[src/rtl/alu_pkg.sv]
// alu_pkg: op codes and FSM state encodings shared by the sequential ALU
package alu_pkg;
    localparam logic [2:0] OP_AND = 3'b000;
    localparam logic [2:0] OP_OR  = 3'b001;
    localparam logic [2:0] OP_ADD = 3'b010;
    localparam logic [2:0] OP_MUL = 3'b011;
    localparam logic [2:0] OP_NOR = 3'b100;
    localparam logic [2:0] OP_SUB = 3'b110;
    localparam logic [2:0] OP_SLT = 3'b111;
    typedef enum logic [1:0] {ST_IDLE, ST_MUL, ST_HOLD} state_t;
endpackage

[src/rtl/alu_comb_core.sv]
// alu_comb_core: combinational result/carry/overflow for single-cycle ops
module alu_comb_core import alu_pkg::*; #(
    parameter int WIDTH = 8
) (
    input  logic [WIDTH-1:0] a_i,
    input  logic [WIDTH-1:0] b_i,
    input  logic [2:0]       op_i,
    output logic [WIDTH-1:0] res_o,
    output logic             carry_o,
    output logic             overflow_o
);
    logic [WIDTH:0] sum;
    logic [WIDTH:0] diff;
    logic           add_v;
    logic           sub_v;
    logic           slt;
    assign sum   = {1'b0, a_i} + {1'b0, b_i};
    assign diff  = {1'b0, a_i} + {1'b0, ~b_i} + {{WIDTH{1'b0}}, 1'b1};
    assign add_v = (a_i[WIDTH-1] == b_i[WIDTH-1]) && (sum[WIDTH-1] != a_i[WIDTH-1]);
    assign sub_v = (a_i[WIDTH-1] != b_i[WIDTH-1]) && (diff[WIDTH-1] != a_i[WIDTH-1]);
    // sign xor overflow keeps the signed compare right when a-b overflows
    assign slt   = diff[WIDTH-1] ^ sub_v;
    // select per-op result; reserved and MUL codes yield zero here
    always_comb begin
        res_o      = op_i == OP_AND ? a_i & b_i :
                     op_i == OP_OR  ? a_i | b_i :
                     op_i == OP_NOR ? ~(a_i | b_i) :
                     op_i == OP_ADD ? sum[WIDTH-1:0] :
                     op_i == OP_SUB ? diff[WIDTH-1:0] :
                     op_i == OP_SLT ? {{(WIDTH-1){1'b0}}, slt} : '0;
        carry_o    = op_i == OP_ADD ? sum[WIDTH] :
                     (op_i == OP_SUB || op_i == OP_SLT) ? diff[WIDTH] : 1'b0;
        overflow_o = op_i == OP_ADD ? add_v : op_i == OP_SUB ? sub_v : 1'b0;
    end
endmodule

[src/rtl/seq_alu.sv]
// seq_alu: handshaked ALU with registered result and shift-and-add multiplier
module seq_alu import alu_pkg::*; #(
    parameter int WIDTH = 8
) (
    input  logic             clk,
    input  logic             rst,
    input  logic             in_valid,
    output logic             in_ready,
    input  logic [WIDTH-1:0] a,
    input  logic [WIDTH-1:0] b,
    input  logic [2:0]       signal,
    output logic [WIDTH-1:0] out,
    output logic             out_valid,
    input  logic             out_ready,
    output logic             zero,
    output logic             carry,
    output logic             overflow
);
    localparam int CW = $clog2(WIDTH + 1);
    state_t             state_q, state_d;
    logic [WIDTH-1:0]   out_q, out_d;
    logic               vld_q, vld_d;
    logic               zero_q, zero_d;
    logic               carry_q, carry_d;
    logic               ovf_q, ovf_d;
    logic [WIDTH-1:0]   mcand_q, mcand_d;
    logic [WIDTH-1:0]   mplier_q, mplier_d;
    logic [2*WIDTH-1:0] acc_q, acc_d;
    logic [CW-1:0]      cnt_q, cnt_d;
    logic [WIDTH-1:0]   core_res;
    logic               core_c;
    logic               core_v;
    logic               accept;
    alu_comb_core #(.WIDTH(WIDTH)) u_core (
        .a_i        (a),
        .b_i        (b),
        .op_i       (signal),
        .res_o      (core_res),
        .carry_o    (core_c),
        .overflow_o (core_v)
    );
    assign in_ready  = !rst && state_q == ST_IDLE && (!vld_q || out_ready);
    assign accept    = in_valid && in_ready;
    assign out       = out_q;
    assign out_valid = vld_q;
    assign zero      = zero_q;
    assign carry     = carry_q;
    assign overflow  = ovf_q;
    // next-state: accept/retire in IDLE, iterate MUL, wait for consumer in HOLD
    always_comb begin
        state_d  = state_q;
        out_d    = out_q;
        vld_d    = vld_q;
        zero_d   = zero_q;
        carry_d  = carry_q;
        ovf_d    = ovf_q;
        mcand_d  = mcand_q;
        mplier_d = mplier_q;
        acc_d    = acc_q;
        cnt_d    = cnt_q;
        case (state_q)
            ST_IDLE: begin
                if (accept && signal == OP_MUL) begin
                    mcand_d  = a;
                    mplier_d = b;
                    acc_d    = '0;
                    cnt_d    = '0;
                    vld_d    = 1'b0;
                    state_d  = ST_MUL;
                end else if (accept) begin
                    out_d   = core_res;
                    zero_d  = core_res == '0;
                    carry_d = core_c;
                    ovf_d   = core_v;
                    vld_d   = 1'b1;
                end else if (out_ready) begin
                    vld_d = 1'b0;
                end
            end
            ST_MUL: begin
                if (cnt_q == CW'(WIDTH)) begin
                    out_d   = acc_q[WIDTH-1:0];
                    zero_d  = acc_q[WIDTH-1:0] == '0;
                    carry_d = 1'b0;
                    ovf_d   = |acc_q[2*WIDTH-1:WIDTH];
                    vld_d   = 1'b1;
                    state_d = ST_HOLD;
                end else begin
                    acc_d    = mplier_q[0] ? acc_q + ({{WIDTH{1'b0}}, mcand_q} << cnt_q) : acc_q;
                    mplier_d = mplier_q >> 1;
                    cnt_d    = cnt_q + 1'b1;
                end
            end
            ST_HOLD: begin
                if (out_ready) begin
                    vld_d   = 1'b0;
                    state_d = ST_IDLE;
                end
            end
            default: state_d = ST_IDLE;
        endcase
    end
    // state and datapath registers; reset aborts any multiply and drops results
    always_ff @(posedge clk) begin
        if (rst) begin
            state_q  <= ST_IDLE;
            out_q    <= '0;
            vld_q    <= 1'b0;
            zero_q   <= 1'b0;
            carry_q  <= 1'b0;
            ovf_q    <= 1'b0;
            mcand_q  <= '0;
            mplier_q <= '0;
            acc_q    <= '0;
            cnt_q    <= '0;
        end else begin
            state_q  <= state_d;
            out_q    <= out_d;
            vld_q    <= vld_d;
            zero_q   <= zero_d;
            carry_q  <= carry_d;
            ovf_q    <= ovf_d;
            mcand_q  <= mcand_d;
            mplier_q <= mplier_d;
            acc_q    <= acc_d;
            cnt_q    <= cnt_d;
        end
    end
endmodule

[config.mk]
export PLATFORM = sky130hd
export DESIGN_NAME = seq_alu
export DESIGN_NICKNAME = d
export VERILOG_FILES = /design/src/rtl/alu_pkg.sv /design/src/rtl/alu_comb_core.sv /design/src/rtl/seq_alu.sv
export SDC_FILE = /design/constraint.sdc
export NUM_CORES = 1
export LEC_CHECK = 0
export BUFFER_PORTS_ARGS = -buffer_cell sky130_fd_sc_hd__clkbuf_2
export CORE_ASPECT_RATIO = 0.8
export CORE_MARGIN = 2
export CORE_UTILIZATION = 45
export DETAILED_ROUTE_END_ITERATION = 10
export REMOVE_ABC_BUFFERS = 1
export SLEW_MARGIN = 25
export SYNTH_ARGS = -nofsm -noshare
export SYNTH_HDL_FRONTEND = slang
export SYNTH_SLANG_ARGS = --single-unit
export TNS_END_PERCENT = 5
[constraint.sdc]
create_clock -name clk -period 5.3 [get_ports clk]
set_input_delay 0.795 -clock clk [delete_from_list [all_inputs] [get_ports clk]]
set_output_delay 0.795 -clock clk [all_outputs]
set_load 0.01 [all_outputs]
Yosys cells after proc, flatten, opt, wreduce, memory -nomap -nowiden
Index checks and enable logic that the tools add are counted.
{"block": "word_totals", "rom_bits": 0, "n_memories": 0, "register_bits": 50, "out_inout_bits": 13, "elab_cells": 109, "latch_bits": 0, "ramBits": 0}
{"block": "classes", "mux": 45, "order_cmp": 0, "n_bitwise": 5, "n_reduce_logical": 23, "n_div": 0, "n_mul": 0, "shifts": 1, "n_addsub": 5, "eq_ne": 20}
{"operator": "8-bit two-way mux", "count": 10}
{"operator": "16-bit two-way mux", "count": 3}
{"operator": "16-bit one-hot mux with 2 select lines", "count": 1}
{"operator": "8-bit one-hot mux with 2 select lines", "count": 2}
{"operator": "8-bit by 8-bit adder with 9-bit output", "count": 2}
{"operator": "1-bit two-way mux", "count": 18}
{"operator": "16-bit adder", "count": 1}
{"operator": "8-bit zero test", "count": 2}
{"operator": "8-bit inverter", "count": 2}
{"operator": "8-bit by 4-bit << shifter with 16-bit output", "count": 1}
{"operator": "2-bit inequality test (second input constant)", "count": 6}
{"operator": "9-bit by 1-bit adder with 9-bit output (second input constant)", "count": 1}
{"operator": "3-bit equality test (second input constant)", "count": 3}
{"operator": "8-bit AND", "count": 1}
{"operator": "4-bit two-way mux", "count": 2}
{"operator": "8-bit bitwise OR", "count": 1}
{"operator": "4-bit one-hot mux with 2 select lines", "count": 1}
{"operator": "4-bit AND reduction", "count": 2}
{"operator": "8-bit OR reduction", "count": 1}
{"operator": "3-bit by 2-bit equality test with 1-bit output (second input constant)", "count": 2}
{"operator": "1-bit logical AND", "count": 6}
{"operator": "2-bit two-way mux", "count": 3}
{"operator": "1-bit one-hot mux with 2 select lines", "count": 3}
{"operator": "2-bit one-hot mux with 3 select lines", "count": 1}
{"operator": "18 further kinds", "count": 24}

Depth between registers and ports, before layout
Gate-level depths: netlist of the first run.
{"block": "logic_depth", "ltp_word": 16, "mapped_depth": 17, "ltp_nobuf": 16}

Cells and area by module
A second synthesis of the first run with hierarchy kept.
{"block": "unflattened", "cells_unflattened": 579, "hier_area_um2": 4575.6}
{"module": "seq_alu", "area_each_um2": 3394.5, "cells_each": 420, "instances": 1}
{"module": "alu_comb_core", "area_each_um2": 1181.1, "cells_each": 159, "instances": 1}

Worst setup path after synthesis of the first run
Ideal clock, no wire load.
{"block": "synth_timing", "kind": "input-to-reg", "from": "input port a[2]", "to": "register ovf_q (netlist: overflow)", "slack_ps": 2000, "path_stages": 16, "t_arrival_ps": 3234, "required_ps": 5234, "path_cell_list": "inv_1 ha_1 clkbuf_2 inv_1 a21oi_1 o31ai_1 a21oi_1 nor2_1 nor2_1 fa_1 xnor2_1 nand3_1 o21ai_0 nand3_1 a311o_1 a21oi_2"}
{"block": "synth_via", "elab_chain_cells": 9}
{"item": "from (decl)", "line_no": "seq_alu.sv:9", "rtl": "input logic [WIDTH-1:0] a,"}
{"item": "8-bit by 8-bit adder with 9-bit output", "line_no": "alu_comb_core.sv:18", "rtl": "assign diff = {1'b0, a_i} + {1'b0, ~b_i} + {{WIDTH{1'b0}}, 1'b1};"}
{"item": "9-bit by 1-bit adder with 9-bit output", "line_no": "alu_comb_core.sv:18"}
{"item": "1-bit inequality test", "line_no": "alu_comb_core.sv:20", "rtl": "assign sub_v = (a_i[WIDTH-1] != b_i[WIDTH-1]) && (diff[WIDTH-1] != a_i[WIDTH-1]);"}
{"item": "1-bit logical AND", "line_no": "alu_comb_core.sv:20"}
{"item": "1-bit two-way mux", "line_no": "alu_comb_core.sv:33", "rtl": "overflow_o = op_i == OP_ADD ? add_v : op_i == OP_SUB ? sub_v : 1'b0;"}
{"item": "1-bit two-way mux *", "line_no": "alu_comb_core.sv:33"}
{"item": "1-bit two-way mux *", "line_no": "seq_alu.sv:70", "rtl": "end else if (accept) begin"}
{"item": "1-bit two-way mux *", "line_no": "seq_alu.sv:63", "rtl": "if (accept && signal == OP_MUL) begin"}
{"item": "1-bit one-hot mux with 2 select lines *", "line_no": "seq_alu.sv:61", "rtl": "case (state_q)"}
{"item": "to (signal assigned)", "line_no": "seq_alu.sv:122", "rtl": "ovf_q <= ovf_d;"}
{"item": "to (decl)", "line_no": "seq_alu.sv:25", "rtl": "logic ovf_q, ovf_d;"}
Every way passes the cells marked *; elsewhere a longest branch is shown, timed or not. The select of a mux whose other input is x is not followed.
A chain may end at the register's enable or synchronous reset.

Worst setup path in the final report of the first run
{"block": "layout_timing", "from": "register cnt_q[1]", "to": "register acc_q[12]"}
{"block": "layout_via", "elab_chain_cells": 5}
{"item": "from (decl)", "line_no": "seq_alu.sv:29", "rtl": "logic [CW-1:0] cnt_q, cnt_d;"}
{"item": "from (signal assigned)", "line_no": "seq_alu.sv:126", "rtl": "cnt_q <= cnt_d;"}
{"item": "8-bit by 4-bit << shifter with 16-bit output", "line_no": "seq_alu.sv:89", "rtl": "acc_d = mplier_q[0] ? acc_q + ({{WIDTH{1'b0}}, mcand_q} << cnt_q) : acc_q;"}
{"item": "16-bit adder", "line_no": "seq_alu.sv:89"}
{"item": "16-bit two-way mux", "line_no": "seq_alu.sv:89"}
{"item": "16-bit two-way mux", "line_no": "seq_alu.sv:81", "rtl": "if (cnt_q == CW'(WIDTH)) begin"}
{"item": "16-bit one-hot mux with 2 select lines", "line_no": "seq_alu.sv:61"}
{"item": "to (signal assigned)", "line_no": "seq_alu.sv:114", "rtl": "acc_q <= '0;"}
{"item": "to (signal assigned)", "line_no": "seq_alu.sv:125", "rtl": "acc_q <= acc_d;"}
{"item": "to (decl)", "line_no": "seq_alu.sv:28", "rtl": "logic [2*WIDTH-1:0] acc_q, acc_d;"}
Parallel ways exist; a longest one is shown, timed or not. The select of a mux whose other input is x is not followed.

==> impl_summary.txt, run 1 <==
----------------------------------------------------
[STA]
  RSZ-0062 raised after global routing ... false
  Final setup violation count ... 0
  Post-Route Setup TNS ... 0 ps
  Maximum clock frequency ... 276 MHz
  Slew of the pin with the lowest slew margin ... 730 ps
  Minimum clock period after layout ... 3630 ps
  Headroom to the max-slew limit ... 51.3%
  Min Hold Slack ... 460 ps
  Worst-case clock skew ... 7.09 ps
  Fin crit share ... 68.4%
  Final Slew Violations ... 0
  Hold violation total from the final report ... 0

[Clock network]
  Clock-pin slew reported for the worst setup and hold paths after clock tree synthesis ... 70 ps
  Clock sink count ... 50
  Clock tree from TritonCTS ... done
  Clk Latency, worst-skew pair ... 300 ps
  Number of hold buffers added after cts ... 0
  Number of buffers inserted by post-CTS setup repair ... 0
  Number of clock buffers inserted by TritonCTS ... 5
  PostCTS Resize Cnt ... 0
  Root Buffer Master ... sky130_fd_sc_hd__clkbuf_16
  CTS H-Tree Depth ... 2
  Worst-case clock buffer depth ... 2

[Die]
  Total Die Area ... 10900 sq um
  Die span in y ... 93.6 um
  Row count ... 32
  Number of top-level pins ... 36
  Area of the core region ... 9690 sq um
  DIE WIDTH ... 116 um
  Initial standard-cell utilization of the core ... 46.7%

[Routing]
  Via count ... 4281
  Residual DRC count ... 0
  Per-cell routed wire length ... 16.2 um
  First DRT Iteration DRCs ... 313
  Antenna viol nets, final ... 0
  Number of detailed-route iterations in the first pass ... 4
  Total wirelength of the detailed-routed design ... 12.0 mm
  Vias per std cell ... 5.76

[Logic synthesis]
  Post-synthesis cell type count ... 72
  Leading cell type by number of instances after synthesis ... sky130_fd_sc_hd__nor2_1
  Cell types with the highest counts after synthesis ... 65 x sky130_fd_sc_hd__nor2_1, 62 x sky130_fd_sc_hd__a21oi_1, 53 x sky130_fd_sc_hd__nand2_1
  Synth Area in Compound Gates ... 25.8%
  Post-synthesis register bit count ... 50
  Biggest area consumer among synthesized cells ... sky130_fd_sc_hd__dfxtp_1
  Post-synthesis share of cell area spent on full adders, half adders and majority gates ... 14.2%
  Top cells by area, synth ... sky130_fd_sc_hd__dfxtp_1 22%, sky130_fd_sc_hd__ha_1 12%, sky130_fd_sc_hd__a21oi_1 6.9%, sky130_fd_sc_hd__nor2_1 5.4%, sky130_fd_sc_hd__nand2_1 4.4%
  Mapped cell area ... 4520 sq um
  Post-Synth Simple-Gate Area ... 21.2%
  Seq/Total Area, Yosys ... 22.1%
  Area share of the leading cell type in the synthesized netlist ... 22.1%
  Post-synth top flop ... sky130_fd_sc_hd__dfxtp_1
  Count of flip-flops with a built-in enable after synthesis ... 0
  Post-synthesis average cell area ... 7.60 sq um
  Async S/R FF share, synth ... 0%
  Count of warnings emitted by yosys ... 0
  Dominant combinational cell family by area after synthesis ... compound AO/OA/AOI/OAI gates
  Mux contribution to synthesized area ... 5.23%
  Mapped Cells ... 595
  Area share of xor/xnor cells in the synthesized design ... 4.07%

[Setup path]
  Critical path data required time ... 5490 ps
  Cell type of the slowest stage on the worst timing path ... sky130_fd_sc_hd__dfxtp_1
  Startpoint of the most critical setup path ... cnt_q[1]
  Worst path buffer plus inverter count ... 0
  Dominant delay contributor by cell family on the critical path ... compound AO/OA/AOI/OAI gates
  Worst EP arrival ... 3820 ps
  Maximum fanout along the worst path ... 16
  Startpoint-to-endpoint class of the critical path ... flop to flop
  Crit start category ... flop
  Largest incremental delay on the critical path ... 690 ps
  Capturing element type of the critical path ... flop
  Reg2Reg Launch Point ... cnt_q[1]
  Cells along the critical path ... mux2_2, o21ai_0, mux2i_1, nor2b_1, ha_1, a21oi_1, o21ai_0, a21oi_1, a211o_1, o21ai_0, xor2_1, a22o_1
  Critical Path Most Common Cell ... sky130_fd_sc_hd__o21ai_0

[Global routing]
  Overall routing resource usage ... 23.4%
  Gr ovfl total ... 0
  Number of global-route vias before repair ... 3916
  Maximum number of pins on one net before global-route repair ... 47
  Global-route wire length before repair ... 20.0 mm
  Number of antenna violations at the first check in global routing ... 0

[Flow run]
  Count of maximum capacitance violations ... 0

[Power and ir drop]
  Total leakage power ... 2.02 nW
  Peak supply drop ... 0.136 mV
  Power per cell area ... 230 nW/um^2

[Layout]
  Fill cells ... 1009
  Area overhead of the layout relative to synthesis ... 7.67%
  Post-Layout Inst Area ... 4870 sq um
  Share of final-layout standard cells stronger than drive strength 1 ... 10.7%
  Number of diodes ... 0
  Total number of nets in the final design ... 678

[Place]
  Placed instance area ... 4690 sq um
  GP Congestion ... 0.899
  Detailed Place HPWL ... 9.15 mm
  Quantity of I/O buffers inserted on ports ... 35

[Worst hold path]
  HP Start ... out[3]
  Path type of the worst min-delay path ... flop to flop

[Status]
  Outcome ... completed

----------------------------------------------------
-- flip-flops by register name (all words and copies together), names as in the netlist --
register   count
acc_q         16
carry          1
cnt_q          4
mcand_q        8
mplier_q       8
out            8
out_valid      1
overflow       1
state_q        2
zero           1
-- worst reg2reg max path, stage by stage, from the launching register on --
cell                      delay (ps)
sky130_fd_sc_hd__dfxtp_1         690
sky130_fd_sc_hd__mux2_2          420
sky130_fd_sc_hd__o21ai_0         310
sky130_fd_sc_hd__mux2i_1         160
sky130_fd_sc_hd__nor2b_1         180
sky130_fd_sc_hd__ha_1            360
sky130_fd_sc_hd__a21oi_1         220
sky130_fd_sc_hd__o21ai_0         140
sky130_fd_sc_hd__a21oi_1         360
sky130_fd_sc_hd__a211o_1         250
sky130_fd_sc_hd__o21ai_0         120
sky130_fd_sc_hd__xor2_1          150
sky130_fd_sc_hd__a22o_1          180
-- worst paths after layout --
check	endpoint	slack (ps)	cells past startpoint
setup / recovery	acc_q[12]	1670	12
hold / removal	out[3]	460	2
setup reg to reg	acc_q[12]	1670	12
hold reg to reg	out[3]	460	2
-- final cells by class --
type	count	area (sq um)	share of cell area, %
well taps	136	170	3.50
flip-flops and latches	50	1000	20.6
multi-input cells	473	3190	65.6
clock inverters	2	37.5	0.771
clock buffers	6	129	2.65
inverters	39	146	3.01
repair buffers	37	190	3.91
-- per-layer routing --
layer | up-vias | share of wire, % | GRT usage (%)
met2 | 118 | 43 | 35.6
met5 | - | 0 | 0
met1 | 2015 | 51 | 34.9
li1 | 2137 | - | -
met4 | 0 | 0.75 | 4.17
met3 | 11 | 5.8 | 3.76
-- placed cells by master (no fill, tap or decap), types with 4 or more instances in the layout --
cell type / synthesis / final
sky130_fd_sc_hd__nand3_1: 22 / 22
sky130_fd_sc_hd__dfxtp_1: 50 / 50
sky130_fd_sc_hd__a32o_1: 4 / 4
sky130_fd_sc_hd__nand2b_1: 5 / 5
sky130_fd_sc_hd__a31oi_1: 5 / 5
sky130_fd_sc_hd__nor4_1: 4 / 4
sky130_fd_sc_hd__a211oi_1: 14 / 14
sky130_fd_sc_hd__inv_1: 39 / 39
sky130_fd_sc_hd__a22o_1: 4 / 4
sky130_fd_sc_hd__nor2_1: 65 / 65
sky130_fd_sc_hd__nand2_1: 53 / 53
sky130_fd_sc_hd__xor2_1: 10 / 10
sky130_fd_sc_hd__mux2_2: 5 / 5
sky130_fd_sc_hd__or3_1: 4 / 4
sky130_fd_sc_hd__o22ai_1: 5 / 5
sky130_fd_sc_hd__a22oi_1: 6 / 6
sky130_fd_sc_hd__a21oi_1: 62 / 62
sky130_fd_sc_hd__o21ai_0: 33 / 33
sky130_fd_sc_hd__ha_1: 45 / 44
sky130_fd_sc_hd__a21o_1: 5 / 5
sky130_fd_sc_hd__o211ai_1: 7 / 7
sky130_fd_sc_hd__nor2b_1: 10 / 10
sky130_fd_sc_hd__clkbuf_2: 1 / 35
sky130_fd_sc_hd__fa_1: 4 / 4
sky130_fd_sc_hd__mux2i_1: 18 / 18
sky130_fd_sc_hd__clkbuf_16: 0 / 5
sky130_fd_sc_hd__nor3_1: 15 / 15
sky130_fd_sc_hd__and2_1: 5 / 5
sky130_fd_sc_hd__xnor2_1: 11 / 11
-- stage by stage --
step	total power, W	std cells	worst slack, ps	util [%]
finish	0.00112	743	1670	50.2
CTS	0.00113	743	1720	50.2
floorplan	0.000642	562	2010	-
detailed placement	0.000748	735	1480	48.5
global route	0.00118	743	1400	50.2
global placement	0.000742	735	1580	48.5
-- kinds of logic (layout without fill, tap and decap cells) --
| family | Yosys count | count (layout) |
|---|---|---|
| AO/OA/AOI/OAI | 179 | 179 |
| XOR/XNOR | 21 | 21 |
| adder cells (fa/ha/maj) | 49 | 49 |
| buffers and inverters | 72 | 84 |
| flip-flops | 50 | 50 |
| multiplexers | 23 | 23 |
| AND/OR/NAND/NOR | 201 | 201 |
-- report_power, final --
part           leakage (nW)  internal [W]  switching, W
registers             0.405      0.000398     0.0000144
logic                  1.54      0.000120      0.000212
clock network        0.0771      0.000223      0.000151
Note: power is estimated with default switching activity, not from simulation.
==> run 2: changes to the inputs <==
--- a/config.mk
+++ b/config.mk
@@ -10,6 +10,7 @@
 export CORE_MARGIN = 2
 export CORE_UTILIZATION = 45
 export DETAILED_ROUTE_END_ITERATION = 10
+export PLACE_DENSITY = 0.65
 export REMOVE_ABC_BUFFERS = 1
 export SLEW_MARGIN = 25
 export SYNTH_ARGS = -nofsm -noshare
==> constraint.sdc (replaced) <==
create_clock -name clk -period 3 [get_ports clk]
set_input_delay 0.45 -clock clk [delete_from_list [all_inputs] [get_ports clk]]
set_output_delay 0.45 -clock clk [all_outputs]
set_load 0.01 [all_outputs]
==> impl_summary.txt, run 2 (synthesis results as in run 1) <==
----------------------------------------------------
[Die]
  Row count ... 32
  Total Die Area ... 10900 sq um
  Number of top-level pins ... 36
  Die span in y ... 93.6 um
  Area of the core region ... 9690 sq um
  Initial standard-cell utilization of the core ... 46.7%
  DIE WIDTH ... 116 um

[Routing]
  First DRT Iteration DRCs ... 308
  Per-cell routed wire length ... 15.9 um
  Antenna viol nets, final ... 0
  Vias per std cell ... 5.66
  Via count ... 4554
  Residual DRC count ... 0
  Number of detailed-route iterations in the first pass ... 5
  Total wirelength of the detailed-routed design ... 12.8 mm

[STA]
  Headroom to the max-slew limit ... 58.4%
  Worst-case clock skew ... 8.34 ps
  Min Hold Slack ... 451 ps
  Minimum clock period after layout ... 2970 ps
  Fin crit share ... 99.1%
  RSZ-0062 raised after global routing ... true
  Hold violation total from the final report ... 0
  Final setup violation count ... 0
  Final Slew Violations ... 0
  Post-route worst setup slack ... 27.6 ps
  Maximum clock frequency ... 336 MHz
  Post-Route Setup TNS ... 0 ps
  Slew of the pin with the lowest slew margin ... 618 ps

[Setup path]
  Critical path data required time ... 3200 ps
  Cells along the critical path ... mux2_2, mux2_2, and2_1, o21ba_2, ha_4, a2111oi_1, buf_4, a211o_1, a31oi_1, xor2_1, a22o_1
  Worst EP arrival ... 3170 ps
  Reg2Reg Launch Point ... cnt_q[1]
  Capture instance of the worst register-to-register path ... acc_q[14]
  Worst reg-to-reg path cell count ... 11
  Maximum fanout along the worst path ... 6
  Crit path to ... acc_q[14]
  Startpoint-to-endpoint class of the critical path ... flop to flop
  Register-to-register setup slack ... 30 ps
  Crit start category ... flop
  Capturing element type of the critical path ... flop
  Critical Path Most Common Cell ... sky130_fd_sc_hd__mux2_2
  Cell type of the slowest stage on the worst timing path ... sky130_fd_sc_hd__a2111oi_1
  Largest incremental delay on the critical path ... 390 ps
  Startpoint of the most critical setup path ... cnt_q[1]

[Power and ir drop]
  Power per cell area ... 371 nW/um^2
  Total leakage power ... 2.34 nW
  Internal power of the cells ... 0.00136 W
  Share of total power consumed by net switching ... 33.5%
  Peak supply drop ... 0.264 mV
  P_sw ... 0.000686 W
  Part of the total power dissipated in sequential elements ... 35.5%
  Clock network fraction of design power ... 32.0%
  Share of power burned in combinational logic ... 32.5%

[Layout]
  Post-Layout Inst Area ... 5520 sq um
  Final Util ... 57.0%
  Most frequent cells in the layout ... 65 x sky130_fd_sc_hd__nor2_1, 64 x sky130_fd_sc_hd__buf_4, 53 x sky130_fd_sc_hd__nand2_1, 53 x sky130_fd_sc_hd__a21oi_1, 48 x sky130_fd_sc_hd__dfxtp_1
  Area overhead of the layout relative to synthesis ... 22.2%
  Total number of nets in the final design ... 740
  Fill cells ... 913
  Commonest non-fill, non-tap cell in the layout ... sky130_fd_sc_hd__nor2_1
  Number of flip-flops in the largest register ... 16
  Register with the highest flop count ... acc_q
  Combined area of the multi-input logic cells ... 3380 sq um
  Share of final-layout standard cells stronger than drive strength 1 ... 24.3%
  Number of diodes ... 0
  Storage cell area ... 1010 sq um

[Global routing]
  Global-route wire length before repair ... 20.1 mm
  Number of global-route vias before repair ... 4150
  Maximum number of pins on one net before global-route repair ... 46
  Number of antenna violations at the first check in global routing ... 0
  Overall routing resource usage ... 23.6%
  Gr ovfl total ... 0

[Clock network]
  Root Buffer Master ... sky130_fd_sc_hd__clkbuf_16
  Number of hold buffers added after cts ... 0
  Clk Latency, worst-skew pair ... 300 ps
  Number of clock buffers inserted by TritonCTS ... 5
  Clock-pin slew reported for the worst setup and hold paths after clock tree synthesis ... 70 ps
  Worst-case clock buffer depth ... 2
  Clock sink count ... 50
  CTS H-Tree Depth ... 2
  Clock tree from TritonCTS ... done

[Place]
  Placed instance area ... 5140 sq um
  Worst setup slack after placement ... -265 ps
  Quantity of I/O buffers inserted on ports ... 35
  GP Congestion ... 0.875
  Detailed Place HPWL ... 9.73 mm

[Worst hold path]
  Worst Hold Depth ... 2
  Path type of the worst min-delay path ... flop to flop

[Status]
  Outcome ... completed

[Flow run]
  Count of maximum capacitance violations ... 0

----------------------------------------------------
[run 2: changes by cell type in the layout (fill, tap and decap cells not counted), sizes merged]
cell,before,now
clkbuf,41,40
buf,2,64
clkinvlp,1,0
clkinv,0,1
[run 2: worst min path at each step]
| stage | from | to | slack (ps) |
|---|---|---|---|
| finish | out[3] | out[3] | 450 |
| global route | b[7] | mplier_q[7] | 470 |
| CTS | out[3] | out[3] | 450 |
| detailed placement | out[3] | out[3] | 450 |
| global placement | out[3] | out[3] | 440 |
| floorplan | acc_q[2] | acc_q[2] | 440 |
[run 2: worst max-delay path: cells and delay by family (launching register included)]
| family | cells | cell delay, ps |
|---|---|---|
| AOI/OAI and AO/OA | 5 | 1090 |
| xor gates and xnor gates | 1 | 170 |
| adders and majority gates | 1 | 230 |
| buffers and inverters | 1 | 180 |
| DFF | 1 | 380 |
| muxes | 2 | 640 |
| and+or+nand+nor | 1 | 180 |
[run 2: area by class of cell]
class	instances	share of cell area, %
Timing Repair Buffer	99	11.9
Multi-Input combinational cell	473	61.2
Clock buffer	5	2.27
Clock inverter	2	0.702
Tap cell	136	3.08
Inverter	39	2.65
Sequential cell	50	18.2
[run 2: timing repair]
| action | CTS | global route |
|---|---|---|
| resized for setup | 7 | 47 |
| endpoints found under the setup margin | 8 | 12 |
| pin swaps | 1 | 29 |
| setup buffers | 0 | 4 |
[run 2: stage by stage]
| stage | std cells | power, W |
|---|---|---|
| after CTS | 801 | 0.00202 |
| after detailed placement | 794 | 0.00137 |
| after floorplan | 562 | 0.00113 |
| final | 804 | 0.00205 |
| after global routing | 804 | 0.00214 |
| after global placement | 794 | 0.00135 |
[run 2: routing by layer]
metal	wire [um]	track usage [%]
met5	0	0
met4	243	7.74
met3	571	4.93
met2	5550	35.1
met1	6430	33.8
[run 2: power groups by stage]
stage	clock network, W	registers, W	logic (W)
3_5_place_dp	0	0.000741	0.000629
6_report	0.000655	0.000726	0.000666
2_1_floorplan	0	0.000745	0.000390
3_3_place_gp	0	0.000740	0.000615
5_1_grt	0.000680	0.000730	0.000727
4_1_cts	0.000660	0.000726	0.000633
